**config.mk**
```make
export PLATFORM = sky130hd
export DESIGN_NAME = vector_mem_unit
export DESIGN_NICKNAME = d
export VERILOG_FILES = /design/src/rtl/vector_pkg.sv /design/src/rtl/vmu_addr_gen.sv /design/src/rtl/vector_mem_unit.sv
export SDC_FILE = /design/constraint.sdc
export NUM_CORES = 1
export LEC_CHECK = 0
export CORE_UTILIZATION = 49
export CTS_CLUSTER_DIAMETER = 120
export DETAILED_ROUTE_END_ITERATION = 16
export PLACE_DENSITY = 0.92
export SYNTH_ARGS = -nofsm -noshare
export SYNTH_HDL_FRONTEND = slang
export SYNTH_SLANG_ARGS = --single-unit
```
**constraint.sdc**
```tcl
create_clock -name clk -period 18.12 [get_ports clk]
set_input_delay 5.436 -clock clk [delete_from_list [all_inputs] [get_ports clk]]
set_output_delay 5.436 -clock clk [all_outputs]
set_load 0.02 [all_outputs]
```
**src/rtl/vector_pkg.sv**
```systemverilog
// Shared constants, memory-map bounds and state encoding for the vector memory unit.
// The address window helper is used by the address generator's legality flags.
package vector_pkg;

   localparam int LANES = 4;
   localparam int DW    = 32;
   localparam int AW    = 32;
   localparam int CW    = $clog2(LANES + 1);
   localparam int LB    = $clog2(LANES);

   localparam logic [AW-1:0] ROM_LO  = 32'd400;
   localparam logic [AW-1:0] SENO_LO = 32'd90400;
   localparam logic [AW-1:0] RAM_LO  = 32'd90700;
   localparam logic [AW-1:0] MAP_HI  = 32'd220300;

   typedef enum logic [1:0] {
      IDLE   = 2'd0,
      ACCESS = 2'd1,
      DONE   = 2'd2
   } vmu_state_t;

   function automatic logic in_window(input logic [AW-1:0] addr,
                                      input logic [AW-1:0] lo,
                                      input logic [AW-1:0] hi);
      return (addr >= lo) && (addr < hi);
   endfunction

endpackage

```
**src/rtl/vmu_addr_gen.sv**
```systemverilog
// Element address accumulator: loads base on command accept, adds the stride per element
// (wrapping modulo 2^AW) and flags whether the current address is legal for loads/stores.
module vmu_addr_gen
   import vector_pkg::*;
(
   input  logic          clk,
   input  logic          reset,
   input  logic          load_i,
   input  logic          step_i,
   input  logic [AW-1:0] base_i,
   input  logic [AW-1:0] stride_i,
   output logic [AW-1:0] addr_o,
   output logic          load_ok_o,
   output logic          store_ok_o
);

   logic [AW-1:0] addr_q, addr_d;
   logic [AW-1:0] stride_q, stride_d;

   // NOTE: every always_comb output gets a default first so no path leaves it unassigned (no latch).
   always_comb begin
      addr_d   = addr_q;
      stride_d = stride_q;
      if (load_i) begin
         addr_d   = base_i;
         stride_d = stride_i;
      end else if (step_i) begin
         addr_d = addr_q + stride_q;
      end
   end

   // NOTE: state registers use non-blocking assignments so all flops update together at the edge.
   always_ff @(posedge clk or posedge reset) begin
      if (reset) begin
         addr_q   <= '0;
         stride_q <= '0;
      end else begin
         addr_q   <= addr_d;
         stride_q <= stride_d;
      end
   end

   assign addr_o     = addr_q;
   assign load_ok_o  = in_window(addr_q, ROM_LO, MAP_HI);
   assign store_ok_o = in_window(addr_q, RAM_LO, MAP_HI);

endmodule

```
**src/rtl/vector_mem_unit.sv**
```systemverilog
// Vector load/store initiator: walks base/stride/vlen one word per cycle toward the memory
// controller, gathering load words into lanes and flagging accesses outside the legal map.
module vector_mem_unit
   import vector_pkg::*;
(
   input  logic                clk,
   input  logic                reset,
   input  logic                start,
   input  logic                is_store,
   input  logic [AW-1:0]       base_addr,
   input  logic [AW-1:0]       stride,
   input  logic [2:0]          vlen,
   input  logic [LANES*DW-1:0] store_data,
   output logic                busy,
   output logic                done,
   output logic                err,
   output logic [LANES*DW-1:0] load_data,
   output logic [AW-1:0]       mem_addr,
   output logic [DW-1:0]       mem_wd,
   output logic                mem_we,
   input  logic [DW-1:0]       mem_rd
);

   vmu_state_t state_q;
   logic       busy_q, done_q;

   logic [CW-1:0]            idx_q, idx_d;
   logic [CW-1:0]            vlen_q, vlen_d;
   logic                     is_store_q, is_store_d;
   logic [LANES-1:0][DW-1:0] store_data_q, store_data_d;
   logic [LANES-1:0][DW-1:0] load_data_q, load_data_d;
   logic                     err_q, err_d;

   logic          accept, in_access, last_elem, step;
   logic [CW-1:0] vlen_clamp;
   logic [LB-1:0] lane;
   logic [AW-1:0] elem_addr;
   logic          load_ok, store_ok, elem_ok;

   assign accept     = (state_q == IDLE) && start;
   assign in_access  = (state_q == ACCESS);
   assign vlen_clamp = (CW'(vlen) > CW'(LANES)) ? CW'(LANES) : CW'(vlen);
   assign last_elem  = (idx_q == (vlen_q - CW'(1)));
   assign lane       = idx_q[LB-1:0];
   assign elem_ok    = is_store_q ? store_ok : load_ok;

   vmu_addr_gen u_addr_gen (
      .clk       (clk),
      .reset     (reset),
      .load_i    (accept),
      .step_i    (step),
      .base_i    (base_addr),
      .stride_i  (stride),
      .addr_o    (elem_addr),
      .load_ok_o (load_ok),
      .store_ok_o(store_ok)
   );

   always_ff @(posedge clk or posedge reset) begin
      if (reset) begin
         state_q <= IDLE;
         busy_q  <= 1'b0;
         done_q  <= 1'b0;
      end else begin
         case (state_q)
            IDLE: begin
               if (start) begin
                  busy_q <= 1'b1;
                  if (vlen_clamp == '0) begin
                     state_q <= DONE;
                     done_q  <= 1'b1;
                  end else begin
                     state_q <= ACCESS;
                  end
               end
            end
            ACCESS: begin
               if (last_elem) begin
                  state_q <= DONE;
                  done_q  <= 1'b1;
               end
            end
            DONE: begin
               state_q <= IDLE;
               busy_q  <= 1'b0;
               done_q  <= 1'b0;
            end
            default: begin
               state_q <= IDLE;
               busy_q  <= 1'b0;
               done_q  <= 1'b0;
            end
         endcase
      end
   end

   // Element counter, error flag and load gather; lanes past vlen keep the zeros from accept.
   always_comb begin
      idx_d        = idx_q;
      vlen_d       = vlen_q;
      is_store_d   = is_store_q;
      store_data_d = store_data_q;
      load_data_d  = load_data_q;
      err_d        = err_q;
      step         = 1'b0;
      if (accept) begin
         idx_d        = '0;
         vlen_d       = vlen_clamp;
         is_store_d   = is_store;
         store_data_d = store_data;
         load_data_d  = '0;
         err_d        = 1'b0;
      end else if (in_access) begin
         idx_d = idx_q + CW'(1);
         step  = 1'b1;
         if (!elem_ok) begin
            err_d = 1'b1;
         end
         if (!is_store_q) begin
            load_data_d[lane] = load_ok ? mem_rd : '0;
         end
      end
   end

   // NOTE: load_data is a visible output, so this lane array is reset like any other register.
   always_ff @(posedge clk or posedge reset) begin
      if (reset) begin
         idx_q        <= '0;
         vlen_q       <= '0;
         is_store_q   <= 1'b0;
         store_data_q <= '0;
         load_data_q  <= '0;
         err_q        <= 1'b0;
      end else begin
         idx_q        <= idx_d;
         vlen_q       <= vlen_d;
         is_store_q   <= is_store_d;
         store_data_q <= store_data_d;
         load_data_q  <= load_data_d;
         err_q        <= err_d;
      end
   end

   // Bus is gated by the registered state so an async reset silences it in the same cycle.
   assign mem_addr  = in_access ? elem_addr : '0;
   assign mem_we    = in_access && is_store_q && store_ok;
   assign mem_wd    = (in_access && is_store_q) ? store_data_q[lane] : '0;
   assign busy      = busy_q;
   assign done      = done_q;
   assign err       = err_q;
   assign load_data = load_data_q;

endmodule

```
==> summary.md <==
| Metric | Value |
|---|---|
| Area Growth Syn to Fin | `35.3%` |
| Required @ worst endpoint | `12680 ps` |
| Cts hold-fix bufs | `0` |
| Startpoint types | `flop` |
| Vias per cell | `5.70` |
| Hold endpoint | `store_data_q[69]` |
| Clock Latency Late Sink | `510 ps` |
| Final setup violation count | `0` |
| GPL Wtd Cong | `0.937` |
| Leakage | `0.0100 uW` |
| CTS H-tree lvls | `2` |
| Router iterations before antenna repair | `6` |
| HP Class | `reg -> reg` |
| Syn nets | `1983` |
| CTS root buffer | `clkbuf_16` |
| Number of synthesized flops with an enable pin | `0` |
| Cell Chain, Critical Path | `a2111o_1, a211oi_1, o41ai_1, a21oi_1, and4_2, clkdlybuf4s50_1` |
| Area of the die | `0.0334 sq mm` |
| Post-Syn Instances | `1715` |
| Post-layout net count | `2346` |
| Distinct cells, synth | `65` |
| Buf/Inv on CP | `1` |
| Final worst slack | `9690 ps` |
| Worst hold start | `store_data_q[69]` |
| Type of the worst setup path | `reg -> out` |
| Final worst-path cycle share | `46.5%` |
| Hold Crit Depth | `2` |
| Top FF cell, synth | `dfrtp_1` |
| DP Area | `0.0205 sq mm` |
| Final setup TNS | `0 ps` |
| CTS sink count | `332` |
| RSZ-0062 raised after global routing | `false` |
| Core area | `0.0319 sq mm` |
| Synth Warn # | `0` |
| Initial Utilization | `50.2%` |
| Worst-margin pin slew | `1270 ps` |
| GRT overflow | `0` |
| Syn Std Cell Area | `0.0160 sq mm` |
| DP HPWL | `32900 um` |
| Critical R2R Capture | `load_data[94]` |
| Syn_area_per_cell | `9.33 sq um` |
| Vias in the first global route | `14600` |
| Die Span Y | `183 um` |
| Horiz. Die Dim | `183 um` |
| Worst stage delay on the critical path | `600 ps` |
| Total track usage | `29.3%` |
| Vias | `14500` |
| CTS tree | `yes` |
| Iteration-0 DRC Markers | `1176` |
| Crit end category | `primary output` |
| Clk slew on worst S/H paths | `60 ps` |
| Util after Layout | `67.9%` |
| Drt total wl | `48800 um` |
| Number of max-cap violations | `0` |
| Critical Path Source | `u_addr_gen.addr_o[3]` |
| DP Worst Slack | `9800 ps` |
| Commonest cells after routing, fill and taps aside | `529 x nand2_1, 426 x clkdlybuf4s50_1, 330 x dfrtp_1` |
| Maximum vdd drop | `111 uV` |
| Final Hold Fails | `0` |
| Reg-to-Reg Start | `u_addr_gen.addr_o[3]` |
| Worst r2r path cells | `8` |
| Drc violations | `0` |
| Sequential fraction of the synthesis area | `51.9%` |
| Final Cell Area | `0.0217 sq mm` |
| Slowest cell on crit path | `clkdlybuf4s50_1` |
| Skew final | `9.06 ps` |
| Relative slew slack | `15.0%` |
| Status | `finished clean` |
| Crit path max fanout | `5` |
| Cell Rows | `65` |
| Post-synth ARST share | `100%` |
| R2r setup slk | `14860 ps` |
| Ports | `427` |
| Global-route wire length before repair | `76900 um` |
| Min Clock Period, post-route | `8430 ps` |
| Number of setup buffers added after CTS | `0` |
| CTS resizes | `0` |
| #FFs+latches synth | `332` |
| Initial antenna violation count | `1` |
| Antenna-violating nets left | `0` |
| Deepest clock path buffer count | `3` |
| Layout cells sized above 1 | `7.90%` |
| Commonest non-fill, non-tap cell in the layout | `nand2_1` |
| Pwr dens | `155 mW/mm^2` |
| PortBufs | `426` |
| Worst path top cell family by delay | `compound AO/OA/AOI/OAI gates` |
| Largest net degree at the start of global routing | `182` |
| Critical Path AT | `3000 ps` |
| Max Slew Vio Count | `0` |
| DR WL/cell | `19.2 um` |
| Total CTS buffers | `37` |
| Fmax achieved | `119 MHz` |
flip-flops by register name, summed over array words and instances (netlist names):
register	flops
done	1
store_data_q	128
is_store_q	1
vlen_q	3
err	1
idx_q	3
u_addr_gen.addr_o	32
u_addr_gen.stride_q	32
busy	1
load_data	128
state_q	2
where the power goes:
group	internal, uW	total, uW	switching [uW]
clock network	438	739	301
registers	963	1140	181
logic	624	1480	854
total	2030	3360	1340
worst register-to-register path: cells and delay by family, from the launching register on:
kind,cells,cell delay [ps]
flops,1,430
simple gates,2,520
buf+inv,1,720
compound gates,5,1450
worst max-delay path by stage:
stage                                 end  slack (ps)  cells past startpoint
global route                       mem_we        9600                      4
finish                             mem_we        9690                      6
detailed placement  u_addr_gen.addr_o[25]        9800                      7
global placement    u_addr_gen.addr_o[22]        9860                      7
CTS                                mem_we        9710                      6
floorplan                            busy        3490                      1
layout make-up:
class / instances / area, sq um
timing repair buffer: 441 / 4390
fill: 2346 / 10200
inverter: 14 / 60.1
clock buffer: 52 / 1060
sequential: 332 / 8310
antenna: 1 / 2.50
tap: 435 / 544
multi-input combinational: 1252 / 7170
clock inverter: 11 / 120
metal layers:
layer	vias to the layer above	global-route usage [%]	routed length, um
met2	720	48.9	23900
met3	176	6.15	3780
met4	0	16.0	2600
met5	-	0	0
li1	6556	-	-
met1	7009	35.6	18500
cell usage after synthesis (all sizes together) (2+ instances only):
master	n	share of area, %
dfrtp	332	52
nor2	44	1.0
nand3b	4	0.19
a221oi	5	0.31
nand4	9	0.35
xor2	12	0.66
a22oi	5	0.23
o41ai	2	0.23
a21oi	59	1.9
and2	37	1.5
and4	3	0.17
nand2	564	15
a31o	3	0.16
nand4b	2	0.11
o211ai	2	0.094
nor3	9	0.28
a211o	2	0.12
or2	2	0.078
nand2b	2	0.078
clkbuf	106	2.5
mux2i	3	0.19
a21o	14	0.66
and3	37	1.4
a31oi	6	0.23
o311ai	3	0.16
inv	14	0.33
xnor2	18	0.99
o21ai	161	5.3
a211oi	4	0.19
o22ai	4	0.16
nor4	4	0.16
o21a	2	0.094
o21bai	10	0.47
nand3	135	4.2
ha	36	2.8
mux4	32	4.5
buf	10	0.61
nor2b	4	0.16
cell families after synthesis:
kind of cell | share of synthesized area [%]
buf+inv | 3.49
fa+ha+maj | 2.94
xor+xnor | 1.64
mux | 4.69
compound gates | 10.9
flops | 51.9
simple gates | 24.5
per-stage QoR:
stage / total power (uW) / cells / hold WS, ps
3_3_place_gp: 2540 / 2474 / 452
5_1_grt: 3580 / 2538 / 490
6_report: 3360 / 2538 / 470
2_1_floorplan: 2160 / 1715 / 440
3_5_place_dp: 2610 / 2474 / 458
4_1_cts: 3360 / 2537 / 472
(Power assumes the default switching activity.)
